## src/rtl/hazard_scoreboard_if.sv

```systemverilog
// Decode-side bundle of the hazard scoreboard.
// Optional feature macro: SCOREBOARD_FWD_EN (see hazard_scoreboard.sv).
// Handshake: there is no valid/ready pair on this bundle. issue_valid offers
// one instruction per cycle. It is accepted in that same cycle exactly when
// issued=1. When stall=1 the decode stage must hold every issue field stable
// into the next cycle. flush withdraws the offer for the current cycle.
interface hazard_scoreboard_if #(
    parameter int AW = 5,
    parameter int CW = 4
);
    logic          issue_valid;
    logic          issue_wr;
    logic [AW-1:0] issue_rd;
    logic [CW-1:0] issue_lat;
    logic          use_rs;
    logic          use_rt;
    logic [AW-1:0] src_rs;
    logic [AW-1:0] src_rt;
    logic          flush;
    logic          stall;
    logic          issued;
    logic          wb_valid;
    logic [AW-1:0] wb_reg;
    logic [AW:0]   pending_cnt;
    logic          fwd_a;
    logic          fwd_b;

    // Decode stage side
    modport master (
        output issue_valid, issue_wr, issue_rd, issue_lat,
        output use_rs, use_rt, src_rs, src_rt, flush,
        input  stall, issued, wb_valid, wb_reg, pending_cnt, fwd_a, fwd_b
    );

    // Scoreboard side
    modport slave (
        input  issue_valid, issue_wr, issue_rd, issue_lat,
        input  use_rs, use_rt, src_rs, src_rt, flush,
        output stall, issued, wb_valid, wb_reg, pending_cnt, fwd_a, fwd_b
    );
endinterface

```

## src/rtl/hazard_scoreboard.sv

```systemverilog
// Variable-latency hazard scoreboard.
// Per-register countdowns track in-flight writes, and a writeback slot shift
// register reserves the single writeback port. Slot k holds the write that
// retires k cycles from now, so slot 1 is the write retiring this cycle.
// Optional macro SCOREBOARD_FWD_EN: a source whose countdown is 1 is on the
// writeback bus this cycle. It is forwarded (fwd_a/fwd_b) instead of stalling.
module hazard_scoreboard #(
    parameter int NREG   = 32,
    parameter int AW     = 5,
    parameter int MAXLAT = 8,
    parameter int CW     = 4
) (
    input logic                clk,
    input logic                reset,
    hazard_scoreboard_if.slave sb
);
    // Entry 0 is never loaded, so r0 always reads as not pending.
    logic [CW-1:0] cnt     [NREG];
    logic [CW-1:0] cnt_nxt [NREG];
    logic [MAXLAT:1] slot_v, slot_v_nxt;
    logic [AW-1:0] slot_r     [1:MAXLAT];
    logic [AW-1:0] slot_r_nxt [1:MAXLAT];
    logic [AW:0]   pend, pend_nxt;

    logic [CW-1:0] lat_eff;
    logic [CW-1:0] cnt_rs, cnt_rt, cnt_rd;
    logic          raw_rs, raw_rt, waw, port_busy, hazard, track;
    logic          fwd_rs, fwd_rt;

    // Clamp the requested latency into 1..MAXLAT
    always_comb begin
        lat_eff = sb.issue_lat;
        if (sb.issue_lat == '0)
            lat_eff = CW'(1);
        else if (sb.issue_lat > CW'(MAXLAT))
            lat_eff = CW'(MAXLAT);
    end

    // Hazard detection against the current countdowns and slot reservations
    always_comb begin
        cnt_rs = cnt[sb.src_rs];
        cnt_rt = cnt[sb.src_rt];
        cnt_rd = cnt[sb.issue_rd];
`ifdef SCOREBOARD_FWD_EN
        raw_rs = sb.use_rs && (sb.src_rs != '0) && (cnt_rs > CW'(1));
        raw_rt = sb.use_rt && (sb.src_rt != '0) && (cnt_rt > CW'(1));
        fwd_rs = sb.issue_valid && sb.use_rs && (sb.src_rs != '0) && (cnt_rs == CW'(1));
        fwd_rt = sb.issue_valid && sb.use_rt && (sb.src_rt != '0) && (cnt_rt == CW'(1));
`else
        raw_rs = sb.use_rs && (sb.src_rs != '0) && (cnt_rs != '0);
        raw_rt = sb.use_rt && (sb.src_rt != '0) && (cnt_rt != '0);
        fwd_rs = 1'b0;
        fwd_rt = 1'b0;
`endif
        waw = sb.issue_wr && (sb.issue_rd != '0) && (cnt_rd > lat_eff);
        // Slot L after this edge's shift is slot L+1 now; nothing sits beyond MAXLAT.
        port_busy = 1'b0;
        for (int k = 1; k < MAXLAT; k++)
            if (lat_eff == CW'(k))
                port_busy = slot_v[k+1];
        port_busy = port_busy && sb.issue_wr && (sb.issue_rd != '0);
        hazard = raw_rs || raw_rt || waw || port_busy;
    end

    assign sb.stall    = sb.issue_valid && !sb.flush && hazard;
    assign sb.issued   = sb.issue_valid && !sb.flush && !hazard;
    assign sb.fwd_a    = fwd_rs;
    assign sb.fwd_b    = fwd_rt;
    assign sb.wb_valid = slot_v[1];
    assign sb.wb_reg   = slot_r[1];
    assign sb.pending_cnt = pend;

    assign track = sb.issued && sb.issue_wr && (sb.issue_rd != '0);

    // Next state: countdowns decrement, slots shift, an accepted write reloads its entries
    always_comb begin
        for (int r = 0; r < NREG; r++)
            cnt_nxt[r] = (cnt[r] != '0) ? cnt[r] - CW'(1) : '0;
        for (int k = 1; k < MAXLAT; k++) begin
            slot_v_nxt[k] = slot_v[k+1];
            slot_r_nxt[k] = slot_r[k+1];
        end
        slot_v_nxt[MAXLAT] = 1'b0;
        slot_r_nxt[MAXLAT] = '0;
        if (track) begin
            cnt_nxt[sb.issue_rd] = lat_eff;
            for (int k = 1; k <= MAXLAT; k++) begin
                if (lat_eff == CW'(k)) begin
                    slot_v_nxt[k] = 1'b1;
                    slot_r_nxt[k] = sb.issue_rd;
                end
            end
        end
        pend_nxt = '0;
        for (int r = 1; r < NREG; r++)
            if (cnt_nxt[r] != '0)
                pend_nxt = pend_nxt + (AW+1)'(1);
    end

    // State registers with asynchronous clear
    always_ff @(posedge clk or posedge reset) begin
        if (reset) begin
            for (int r = 0; r < NREG; r++)
                cnt[r] <= '0;
            for (int k = 1; k <= MAXLAT; k++)
                slot_r[k] <= '0;
            slot_v <= '0;
            pend   <= '0;
        end else begin
            cnt    <= cnt_nxt;
            slot_v <= slot_v_nxt;
            slot_r <= slot_r_nxt;
            pend   <= pend_nxt;
        end
    end
endmodule

```

## src/flat_wrapper.sv

```systemverilog
// flat-port wrapper written by rule: the top's interface ports become plain ports
module hazard_scoreboard_flat 
#(
    parameter int NREG   = 32,
    parameter int AW     = 5,
    parameter int MAXLAT = 8,
    parameter int CW     = 4
)
  (clk, reset, sb_issue_valid, sb_issue_wr, sb_issue_rd, sb_issue_lat, sb_use_rs, sb_use_rt, sb_src_rs, sb_src_rt, sb_flush, sb_stall, sb_issued, sb_wb_valid, sb_wb_reg, sb_pending_cnt, sb_fwd_a, sb_fwd_b);
  hazard_scoreboard_if #(.AW(AW), .CW(CW)) sb_i ();
  input logic clk;
  input logic reset;
  input wire logic [$bits(sb_i.issue_valid)-1:0] sb_issue_valid;
  input wire logic [$bits(sb_i.issue_wr)-1:0] sb_issue_wr;
  input wire logic [$bits(sb_i.issue_rd)-1:0] sb_issue_rd;
  input wire logic [$bits(sb_i.issue_lat)-1:0] sb_issue_lat;
  input wire logic [$bits(sb_i.use_rs)-1:0] sb_use_rs;
  input wire logic [$bits(sb_i.use_rt)-1:0] sb_use_rt;
  input wire logic [$bits(sb_i.src_rs)-1:0] sb_src_rs;
  input wire logic [$bits(sb_i.src_rt)-1:0] sb_src_rt;
  input wire logic [$bits(sb_i.flush)-1:0] sb_flush;
  output wire logic [$bits(sb_i.stall)-1:0] sb_stall;
  output wire logic [$bits(sb_i.issued)-1:0] sb_issued;
  output wire logic [$bits(sb_i.wb_valid)-1:0] sb_wb_valid;
  output wire logic [$bits(sb_i.wb_reg)-1:0] sb_wb_reg;
  output wire logic [$bits(sb_i.pending_cnt)-1:0] sb_pending_cnt;
  output wire logic [$bits(sb_i.fwd_a)-1:0] sb_fwd_a;
  output wire logic [$bits(sb_i.fwd_b)-1:0] sb_fwd_b;
  assign sb_i.issue_valid = sb_issue_valid;
  assign sb_i.issue_wr = sb_issue_wr;
  assign sb_i.issue_rd = sb_issue_rd;
  assign sb_i.issue_lat = sb_issue_lat;
  assign sb_i.use_rs = sb_use_rs;
  assign sb_i.use_rt = sb_use_rt;
  assign sb_i.src_rs = sb_src_rs;
  assign sb_i.src_rt = sb_src_rt;
  assign sb_i.flush = sb_flush;
  assign sb_stall = sb_i.stall;
  assign sb_issued = sb_i.issued;
  assign sb_wb_valid = sb_i.wb_valid;
  assign sb_wb_reg = sb_i.wb_reg;
  assign sb_pending_cnt = sb_i.pending_cnt;
  assign sb_fwd_a = sb_i.fwd_a;
  assign sb_fwd_b = sb_i.fwd_b;
  hazard_scoreboard #(.NREG(NREG), .AW(AW), .MAXLAT(MAXLAT), .CW(CW)) u_core (.clk(clk), .reset(reset), .sb(sb_i));
endmodule
```

## config.mk

```make
export PLATFORM = sky130hd
export DESIGN_NAME = hazard_scoreboard_flat
export DESIGN_NICKNAME = d
export VERILOG_FILES = /design/src/rtl/hazard_scoreboard_if.sv /design/src/rtl/hazard_scoreboard.sv /design/src/flat_wrapper.sv
export SDC_FILE = /design/constraint.sdc
export NUM_CORES = 1
export LEC_CHECK = 0
export CAP_MARGIN = 20
export CORE_MARGIN = 2
export CORE_UTILIZATION = 50
export CTS_CLUSTER_SIZE = 20
export DETAILED_ROUTE_END_ITERATION = 6
export MAX_ROUTING_LAYER = met4
export PLACE_DENSITY_LB_ADDON = 0.1
export SETUP_SLACK_MARGIN = 0.1
export SYNTH_ARGS = -nofsm -noshare
export SYNTH_HDL_FRONTEND = slang
export SYNTH_SLANG_ARGS = --single-unit
```

## constraint.sdc

```tcl
create_clock -name clk -period 20.5 [get_ports clk]
set_clock_uncertainty 0.2 [all_clocks]
set_input_delay 2.05 -clock clk [delete_from_list [all_inputs] [get_ports clk]]
set_output_delay 2.05 -clock clk [all_outputs]
set_load 0.03 [all_outputs]
```

# Word level (Yosys, flattened, before mapping)
# Cells that the tools add are included.
word_totals:
  register_bits: 182
  latch_bits: 0
  ram_bits: 0
  rom_bits: 0
  input_bits: 26
  output_inout_bits: 16
  wordCells: 312
  memories: 0
classes:
  addsub: 62
  mul: 0
  div: 0
  magnitude_cmp: 6
  eq_ne: 8
  shift: 0
  muxes: 103
  n_bitwise: 3
  reduce_logical: 88
ops:
  columns: ["op", "count"]
  rows:
  - ["nonzero test 4 bit", 65]
  - ["2-to-1 mux 6 bit", 30]
  - ["adder 6 x 1 -> 6 bit, second input constant", 29]
  - ["2-to-1 mux 4 bit", 41]
  - ["bitwise mux 128 bit", 1]
  - ["2-to-1 mux 128 bit", 1]
  - ["subtractor 4 x 1 -> 4 bit, second input constant", 32]
  - ["binary-select mux 4 bit (select 5 bit)", 3]
  - ["2-to-1 mux 40 bit", 1]
  - ["2-to-1 mux 5 bit", 8]
  - ["demux 4 bit (select 5 bit)", 1]
  - [">= comparator 6 bit, second input constant", 3]
  - ["inverter 5 -> 6 bit", 3]
  - ["== test 4 x 3 -> 1 bit, second input constant", 4]
  - ["2-to-1 mux 1 bit", 16]
  - ["nonzero test 5 bit", 3]
  - ["logical AND 1 bit", 14]
  - ["== test 4 x 2 -> 1 bit, second input constant", 2]
  - ["2-to-1 mux 8 bit", 1]
  - ["less-than comparator 6 x 1 -> 1 bit, second input constant", 1]
  - ["== test 4 x 1 -> 1 bit, second input constant", 1]
  - ["== test 4 bit, second input constant", 1]
  - ["greater-than comparator 4 bit", 1]
  - ["greater-than comparator 4 bit, second input constant", 1]
  - ["4 further kinds", 7]

# Logic depth before layout (Yosys ltp)
# Gate-level depths: netlist (run 1).
logic_depth:
  depth_word: 81
  ltp_mapped: 113

# Least setup slack after synthesis (run 1)
# OpenSTA, ideal clock, no wires.
synth_timing:
  path_kind: "input -> register"
  from: "in sb_issue_rd[0]"
  to: "reg u_core.pend[1], in the netlist u_core.sb.pending_cnt[1]"
  arrival_ns: 23.776
  setup_slack_ns: -3.600
  path_stages: 104
  path_buffers: 3
  cell_sequence: "clkbuf_1 buf_1 clkbuf_1 mux4_2 a22oi_1 nand3_1 ha_1 nor2b_1 o211ai_1 a21oi_1 a31oi_1 nand4bb_4 or3_1 nor2_1 o21ai_0 or4_1 ha_1 or3_1 [68 not listed] o21ai_0 ha_1 o22ai_1 a31oi_1 ha_1 a22o_1 ha_1 mux2_2 ha_1 mux2_2 ha_1 mux2_2 ha_1 mux2_2 ha_1 mux2_2 ha_1 mux2_2"
synth_lines:
  columns: ["item", "line_no", "source"]
  rows:
  - ["from (decl)", "flat_wrapper.sv:15", "input wire logic [$bits(sb_i.issue_rd)-1:0] sb_issue_rd;"]
  - ["to (signal assigned)", "hazard_scoreboard.sv:113", "pend <= pend_nxt;"]
  - ["to (decl)", "hazard_scoreboard.sv:23", "logic [AW:0] pend, pend_nxt;"]

==> results.cfg, run 1 <==
[status]
status = complete, but fails checks
violations = negative setup slack

[setup_path]
cp.arrival_ps = 21250
path_max_fanout = 7
cpMostUsedCell = ha_1
crit_path_top_delay_cell = or4_4
path_class = in -> reg
worstPathRequired_ps = 20640
cpPeakStageDelay_ps = 590
end_kind = register
cp-start-kind = input pin

[layout]
num-nets-final = 1818
most-common-layout-cells = buf_4, dfrtp_1, nand2_1
nFillCells = 2405
antenna_cells = 0
post_route_cells_drive_above_1_share_pct = 27.0
multi_input_area_sq_um = 9970
regMostFlops = u_core.cnt
seq_area_sq_um = 4550
final_common_cell = buf_4
reg_top3 = u_core.cnt (128), u_core.slot_r (35), u_core.slot_v (8)
largest_reg_flops = 128
postLayoutCoreUtil_pct = 61.9
area_delta_synth_final_pct = 21.8

[detailed_routing]
vias_per_cell = 6.23
dr.pass1.iters = 6
dr_wl_met3_um = 3070
wl_met2_um = 20500
drc_errors = 0
vias = 13400
drt_iter0_drc = 1156
met1_length_um = 19400
routed_wl_um = 44400
routed.top_layer = met4
postRouteAntennaNets = 0
wire_per_inst_um = 20.6

[yosys]
netlist_area_sq_um = 14600
synth_edf_count = 0
yosys_warnings = 0
synth_flop_cell = dfrtp_1
synth.distinct_cells = 102
synthArstFlopShare_pct = 100
synth_area_per_cell_sq_um = 9.08
yosysSeqAreaShare_pct = 31.1
ys_ff_latch = 182
syn_inst = 1613

[timing]
max-slew-margin-rel_pct = 26.0
setup_ws_ps = -612
report.final.slew_viol_count = 0
fin_crit_sh_pct = 103
min_period_ps = 21110
worst_pin_slew_ps = 1100
setup_viol = 5
grt_setup_unrepaired = yes
hold_violations = 0
clock.fmax_mhz = 47.4

[die]
io_pins = 42
rows = 62
fp.dieH_um = 175
fp.dieW_um = 175
coreArea_sq_um = 28800
start_util_pct = 50.9
die-area_sq_um = 30700

[clock_tree]
cts_tree = done
cts-buffers-inserted = 17
clock_sinks = 182
clockBufferDepth = 2
cts.reportedPaths.clkPinSlew_ps = 90
htree_levels = 4
ctsRootBufferMaster = clkbuf_16
clk_latency_ps = 450
holdBufCountCts = 0

[power_and_ir_drop]
sw_frac_of_total_pct = 30.8
combPwrFrac_pct = 22.4
p_clk_share_pct = 37.9
p_leak_nw = 7.90
power_density_nw_per_um2 = 52.0
p_int_mw = 0.642
ir_drop_mv = 0.0549
switchingPower_mw = 0.286
total_power_mw = 0.928
seq_power_share_pct = 39.7

[global_route]
track_usage_pct = 29.7
grt_pass1_vias = 12800
antenna_found_initial = 0
grt_pass1_wl_um = 70000
grt_max_degree = 76
gr-total-overflow = 0

[run]
maxCapViolCount = 0

[placement]
port_buffers = 39
dpl.hpwl_um = 32200
gp_congestion = 0.939
place_ws_ps = -1400

[hold_path]
worstHoldPathType = reg -> reg
[repair_timing]
action | in CTS | in global routing
buffers inserted | 14 | 29
endpoints found under the setup margin | 5 | 5
gates cloned | 1 | 0
pin swaps | 19 | 55
resized for setup | 26 | 45
[worst max-delay path, delay by kind of cell]
kind,cells,cell delay (ps)
mux,6,1850
simple gates,29,4270
buf+inv,10,930
xor+xnor,2,490
fa+ha+maj,29,7710
compound gates,30,3910
[cells in the mapped netlist (all sizes together), types with 6 or more instances]
library cell | number | area, sq um
dfrtp | 182 | 4550
nand2 | 129 | 484
nor2 | 124 | 468
a21oi | 98 | 505
nor3 | 96 | 485
clkbuf | 77 | 290
o21ai | 77 | 385
xnor2 | 77 | 791
nor4 | 50 | 399
o31ai | 49 | 368
mux2 | 44 | 495
inv | 43 | 161
buf | 42 | 225
mux4 | 38 | 856
a211oi | 36 | 288
ha | 34 | 425
xor2 | 29 | 254
mux2i | 28 | 280
nor4b | 28 | 245
nor2b | 26 | 163
o21a | 26 | 195
nand2b | 21 | 139
nand3 | 20 | 100
or3 | 19 | 124
a31oi | 15 | 100
and2 | 15 | 93.8
or2 | 15 | 93.8
nor3b | 13 | 103
or4 | 13 | 105
nand4 | 11 | 68.8
o22ai | 11 | 68.8
a22oi | 9 | 67.6
and3 | 9 | 56.3
xnor3 | 9 | 208
a221oi | 8 | 70.1
and4 | 6 | 55.1
nand3b | 6 | 45.0
o41ai | 6 | 78.8
[final timing paths]
check,startpoint,endpoint,slack (ps),cells after the start
worst min register to register,u_core.slot_r[0],u_core.slot_r[5],260,1
worst max register to register,u_core.cnt[89],u_core.sb.pending_cnt[4],750,102
worst min-delay path,u_core.slot_r[0],u_core.slot_r[5],260,1
worst max-delay path,sb_issue_rd[0],u_core.sb.pending_cnt[4],-610,106
max in group asynchronous,reset,u_core.cnt[22],16260,4
min in group asynchronous,reset,u_core.cnt[107],1750,2
[power groups by stage]
stage	clock network (mW)	registers (mW)	logic, mW
6_report	0.351	0.369	0.208
3_3_place_gp	0	0.375	0.179
3_5_place_dp	0	0.376	0.184
5_1_grt	0.369	0.369	0.226
4_1_cts	0.354	0.368	0.190
2_1_floorplan	0	0.377	0.118
[per-stage QoR]
stage          TNS [ps]  area (sq um)  cells  hold WS [ps]
2_1_floorplan     -3600         15000   1614           234
3_3_place_gp      -4520         16500   2078           243
3_5_place_dp      -6640         16500   2078           247
4_1_cts           -3420         17400   2125           266
5_1_grt           -6980         17800   2155           288
6_report          -2820         17800   2155           257
[per-layer routing]
layer,GRT usage [%],vias to the layer above
met5,-,-
met4,8.68,0
li1,-,6296
met1,40.0,6536
met3,4.33,90
met2,46.9,505
[area by class of cell]
cell class                      count  area share, %
Inverter                           44          0.983
Multi-Input combinational cell   1269           55.9
Clock buffer                       18           2.46
Sequential cell                   182           25.5
Tap cell                          384           2.70
Clock inverter                     14           1.01
Timing Repair Buffer              244           11.4
[cell families (layout without fill, tap and decap cells)]
group / Yosys count / count (layout) / synth area share, %
other: 1 / 2 / 0.0256
buffers and inverters: 163 / 320 / 4.65
AOI/OAI and AO/OA: 388 / 388 / 17.8
and+or+nand+nor: 615 / 615 / 23.0
xor gates and xnor gates: 119 / 119 / 9.23
muxes: 110 / 110 / 11.1
DFF: 182 / 182 / 31.1
adders and majority gates: 35 / 35 / 2.97
(Power assumes the default switching activity.)
==> run 2: changes to the inputs <==
- PLACE_DENSITY: unset -> 0.68
- PLACE_DENSITY_LB_ADDON: 0.1 -> unset
- SKIP_LAST_GASP: unset -> 1
==> run 2 against run 1 <==
Against the previous run: the run still ends with negative setup slack left; register-to-register slack got worse by 140 ps; count of clock-buffer cells in the layout fell by 1; die area did not move; largest power group unchanged; wire length fell by 0.71%; sequential power barely moved; critical path type unchanged; critical endpoint is now u_core.sb.pending_cnt[5]; worst setup slack got worse by 120 ps.
==> results.cfg, run 2 (synthesis results as in run 1) <==
[layout]
stdcell_count = 2146
largest_reg_flops = 128
area_delta_synth_final_pct = 21.9
num-nets-final = 1809
final_common_cell = dfrtp_1
most-common-layout-cells = dfrtp_1, buf_4, nand2_1
fin_area_sq_um = 17900
regMostFlops = u_core.cnt
reg_top3 = u_core.cnt (128), u_core.slot_r (35), u_core.slot_v (8)
antenna_cells = 0
post_route_cells_drive_above_1_share_pct = 26.8

[detailed_routing]
vias_per_cell = 6.32
routed_wl_um = 44000
vias = 13600
dr.pass1.iters = 5
drt_iter0_drc = 1277
postRouteAntennaNets = 0
wire_per_inst_um = 20.5
drc_errors = 0

[run]
maxCapViolCount = 0

[timing]
fin_crit_sh_pct = 104
setup_ws_ps = -734
grt_setup_unrepaired = yes
report.final.slew_viol_count = 0
clock.fmax_mhz = 47.1
setup_viol = 5
max-slew-margin-rel_pct = 24.5
min_period_ps = 21230
worst_pin_slew_ps = 1120
hold_violations = 0

[setup_path]
path_class = in -> reg
crit_path_top_delay_cell = mux4_2
worstPathRequired_ps = 20670
cpMostUsedCell = ha_1
cp.arrival_ps = 21400
cpPeakStageDelay_ps = 550
path_max_fanout = 5
cp-start-kind = input pin
end_kind = register

[placement]
placed_area_sq_um = 16500
dp.cells = 2073
gp_congestion = 0.988
port_buffers = 39
dpl.hpwl_um = 31300

[power_and_ir_drop]
p_leak_nw = 7.89
ir_drop_mv = 0.0572
total_power_mw = 0.932
power_density_nw_per_um2 = 52.2

[clock_tree]
cts.reportedPaths.clkPinSlew_ps = 80
clk_latency_ps = 450
cts_tree = done
clockBufferDepth = 2
cts-buffers-inserted = 17
clock_sinks = 182
holdBufCountCts = 0
ctsRootBufferMaster = clkbuf_16
htree_levels = 4

[die]
die-area_sq_um = 30700
io_pins = 42
rows = 62
start_util_pct = 50.9
coreArea_sq_um = 28800
fp.dieW_um = 175
fp.dieH_um = 175

[global_route]
grt_pass1_wl_um = 70600
track_usage_pct = 29.8
grt_max_degree = 71
grt_pass1_vias = 13100
antenna_found_initial = 0
gr-total-overflow = 0

[status]
violations = negative setup slack
status = complete, but fails checks

[hold_path]
worstHoldPathType = reg -> reg
==> run 2: report_power, final <==
part           total (mW)  switching [mW]  internal (mW)
registers           0.369         0.00460          0.364
clock network       0.360           0.170          0.190
logic               0.204           0.109         0.0948
==> run 2: routing by layer <==
metal | GRT usage [%] | vias up | part of all wire [%]
li1 | - | 6281 | -
met1 | 38.4 | 6655 | 42
met2 | 45.7 | 544 | 46
met3 | 7.77 | 80 | 8.3
met4 | 9.83 | 0 | 3.0
met5 | - | - | 0
==> run 2: stage by stage <==
stage / setup WS (ps) / util, % / TNS [ps] / hold slack, ps
global route: -1660 / 62.0 / -7780 / 282
finish: -734 / 62.0 / -3350 / 267
floorplan: -867 / - / -3600 / 234
global placement: -1010 / 57.1 / -4680 / 245
detailed placement: -1470 / 57.2 / -6820 / 247
CTS: -751 / 60.4 / -3140 / 265
==> run 2: layout make-up <==
class / count / area [sq um]
clock buffer: 17 / 425
clock inverter: 15 / 228
fill: 2363 / 10900
inverter: 44 / 175
multi-input combinational: 1269 / 9970
sequential: 182 / 4550
tap: 384 / 480
timing repair buffer: 235 / 2010
==> run 2: worst paths after layout <==
kind / startpoint / end / slack [ps] / depth (start not counted)
hold reg to reg: u_core.slot_v[8] / u_core.slot_v[7] / 270 / 1
min in group asynchronous: reset / u_core.cnt[110] / 1750 / 2
setup reg to reg: u_core.cnt[89] / u_core.sb.pending_cnt[5] / 610 / 106
setup / recovery: sb_issue_rd[0] / u_core.sb.pending_cnt[5] / -730 / 108
max in group asynchronous: reset / u_core.cnt[30] / 17090 / 3
hold / removal: u_core.slot_v[8] / u_core.slot_v[7] / 270 / 1
==> run 2: worst max-delay path: cells and delay by family <==
family          cells  cell delay, ps
compound gates     30            4140
xor+xnor            2             310
fa+ha+maj          28            7590
buf+inv            10             900
mux                 7            1950
simple gates       31            4400
==> run 2: what timing repair did <==
item                                    4_1_cts  5_1_grt
endpoints found under the setup margin        5        5
endpoints found under the hold margin         0        0
gates cloned                                  2        0
pin swaps                                    26       59
buffers inserted                             13       22
resized for setup                            30       59
==> run 3: changes to the inputs <==
- CORE_MARGIN: 2 -> unset
==> run 3 against run 2 <==
Against the previous run: the flow still finishes with violations (negative setup slack); fmax up 1.0%; critical path depth up 1; global-route usage up 2.0 points; die area down 2.3%.
==> results.cfg, run 3 (synthesis results as in run 1) <==
[setup_path]
setup.worst_path.end = u_core.sb.pending_cnt[5]
r2r_start = u_core.cnt[89]
crit_path_top_delay_cell = or4_4
reg2reg_depth = 105
cpMostUsedCell = ha_4
worstPathRequired_ps = 20680
path_class = in -> reg
cpPeakStageDelay_ps = 590
path_max_fanout = 7
cp.arrival_ps = 21210
cp-start-kind = input pin
end_kind = register
timing.rr.end = u_core.sb.pending_cnt[5]
r2r_setup_slack_ps = 780
startpoint = sb_issue_rd[0]

[timing]
setup_viol = 5
worst_pin_slew_ps = 1080
grt_setup_unrepaired = yes
setup_tns_ps = -1970
hold_violations = 0
min_period_ps = 21020
fin_crit_sh_pct = 103
clock.fmax_mhz = 47.6
setup_ws_ps = -525
report.final.slew_viol_count = 0
max-slew-margin-rel_pct = 27.2

[power_and_ir_drop]
power_density_nw_per_um2 = 51.8
p_clk_share_pct = 37.2
p_leak_nw = 8.20
p_int_mw = 0.656
combPwrFrac_pct = 24.1
total_power_mw = 0.953
sw_frac_of_total_pct = 31.2
seq_power_share_pct = 38.7
switchingPower_mw = 0.298
ir_drop_mv = 0.0482

[clock_tree]
clk_latency_ps = 450
cts-buffers-inserted = 17
ctsRootBufferMaster = clkbuf_16
clockBufferDepth = 2
htree_levels = 4
cts_tree = done
cts.reportedPaths.clkPinSlew_ps = 80
clock_sinks = 182

[hold_path]
worstHoldPathType = reg -> reg

[status]
violations = negative setup slack
status = complete, but fails checks

[layout]
num-nets-final = 1861
most-common-layout-cells = buf_4, dfrtp_1, nand2_1
regMostFlops = u_core.cnt
seq_area_sq_um = 4550
nFillCells = 2362
area_delta_synth_final_pct = 25.7
multi_input_area_sq_um = 10100
largest_reg_flops = 128
reg_top3 = u_core.cnt (128), u_core.slot_r (35), u_core.slot_v (8)
fin_area_sq_um = 18400
antenna_cells = 0
post_route_cells_drive_above_1_share_pct = 30.0
final_common_cell = buf_4

[global_route]
grt_max_degree = 70
grt_pass1_wl_um = 73100
grt_pass1_vias = 13300
antenna_found_initial = 0
track_usage_pct = 31.8
gr-total-overflow = 0

[detailed_routing]
drt_iter0_drc = 1617
wire_per_inst_um = 21.1
vias_per_cell = 6.34
routed_wl_um = 46400
postRouteAntennaNets = 0
dr.pass1.iters = 5
vias = 13900
drc_errors = 0

[die]
die-area_sq_um = 30000
start_util_pct = 50.9
fp.dieH_um = 173
rows = 62
io_pins = 42
fp.dieW_um = 173
coreArea_sq_um = 28800

[placement]
port_buffers = 39
dpl.hpwl_um = 32100
gp_congestion = 0.964
placed_area_sq_um = 16500

[run]
maxCapViolCount = 0
==> run 3: changes by cell type in the layout (fill, tap and decap cells not counted), moves of 4 or more <==
cell,previous run,this run
clkbuf_2,4,0
buf_12,8,4
buf_4,175,229
ha_1,19,15
ha_4,15,19
==> run 3: final cells by class <==
| type | instances | area share [%] |
|---|---|---|
| clock buffer | 17 | 2.31 |
| clock inverter | 15 | 1.20 |
| inverter | 44 | 0.938 |
| multi-input combinational | 1269 | 55.1 |
| sequential | 182 | 24.7 |
| tap | 384 | 2.61 |
| timing repair buffer | 287 | 13.2 |
==> run 3: worst max-delay path, delay by kind of cell <==
family	cells	cell delay (ps)
fa+ha+maj	28	7260
simple gates	33	5030
compound gates	30	3840
mux	6	1780
buf+inv	9	750
xor+xnor	3	460
==> run 3: power by group through the flow <==
stage          registers [mW]  clock network [mW]  logic, mW
5_1_grt                 0.369               0.372      0.249
3_5_place_dp            0.376                   0      0.184
3_3_place_gp            0.375                   0      0.178
4_1_cts                 0.368               0.360      0.213
2_1_floorplan           0.377                   0      0.118
6_report                0.369               0.355      0.230
==> run 3: per-layer routing <==
layer | vias up | GRT usage (%) | routed length (um)
met4 | 0 | 11.9 | 1730
met3 | 112 | 5.34 | 3530
li1 | 6391 | - | -
met1 | 6815 | 41.6 | 19500
met2 | 613 | 49.6 | 21700
met5 | - | - | 0
==> run 3: repair_timing <==
item                                    in CTS  in global routing
cloned                                       3                  1
gates resized for setup                     44                 66
pin swaps                                   26                 75
endpoints found under the setup margin       5                  5
buffers inserted                            80                 17
hold buffers                                 0                  0
==> run 3: through the flow <==
step	hold WS [ps]	cells	worst slack, ps	utilization [%]
after global placement	246	2071	-812	57.2
final	257	2198	-525	64.0
after global routing	277	2198	-1430	64.0
after floorplan	234	1614	-867	-
after detailed placement	243	2072	-1410	57.2
after CTS	256	2187	-579	62.6
==> run 3: worst min-delay path by stage <==
stage,cells past startpoint,to,from
final,1,u_core.slot_v[5],u_core.slot_v[6]
after global routing,1,u_core.slot_v[5],u_core.slot_v[6]
after CTS,1,u_core.slot_v[5],u_core.slot_v[6]
after detailed placement,1,u_core.slot_v[5],u_core.slot_v[6]
after global placement,1,u_core.slot_v[5],u_core.slot_v[6]
after floorplan,1,u_core.slot_v[5],u_core.slot_v[6]
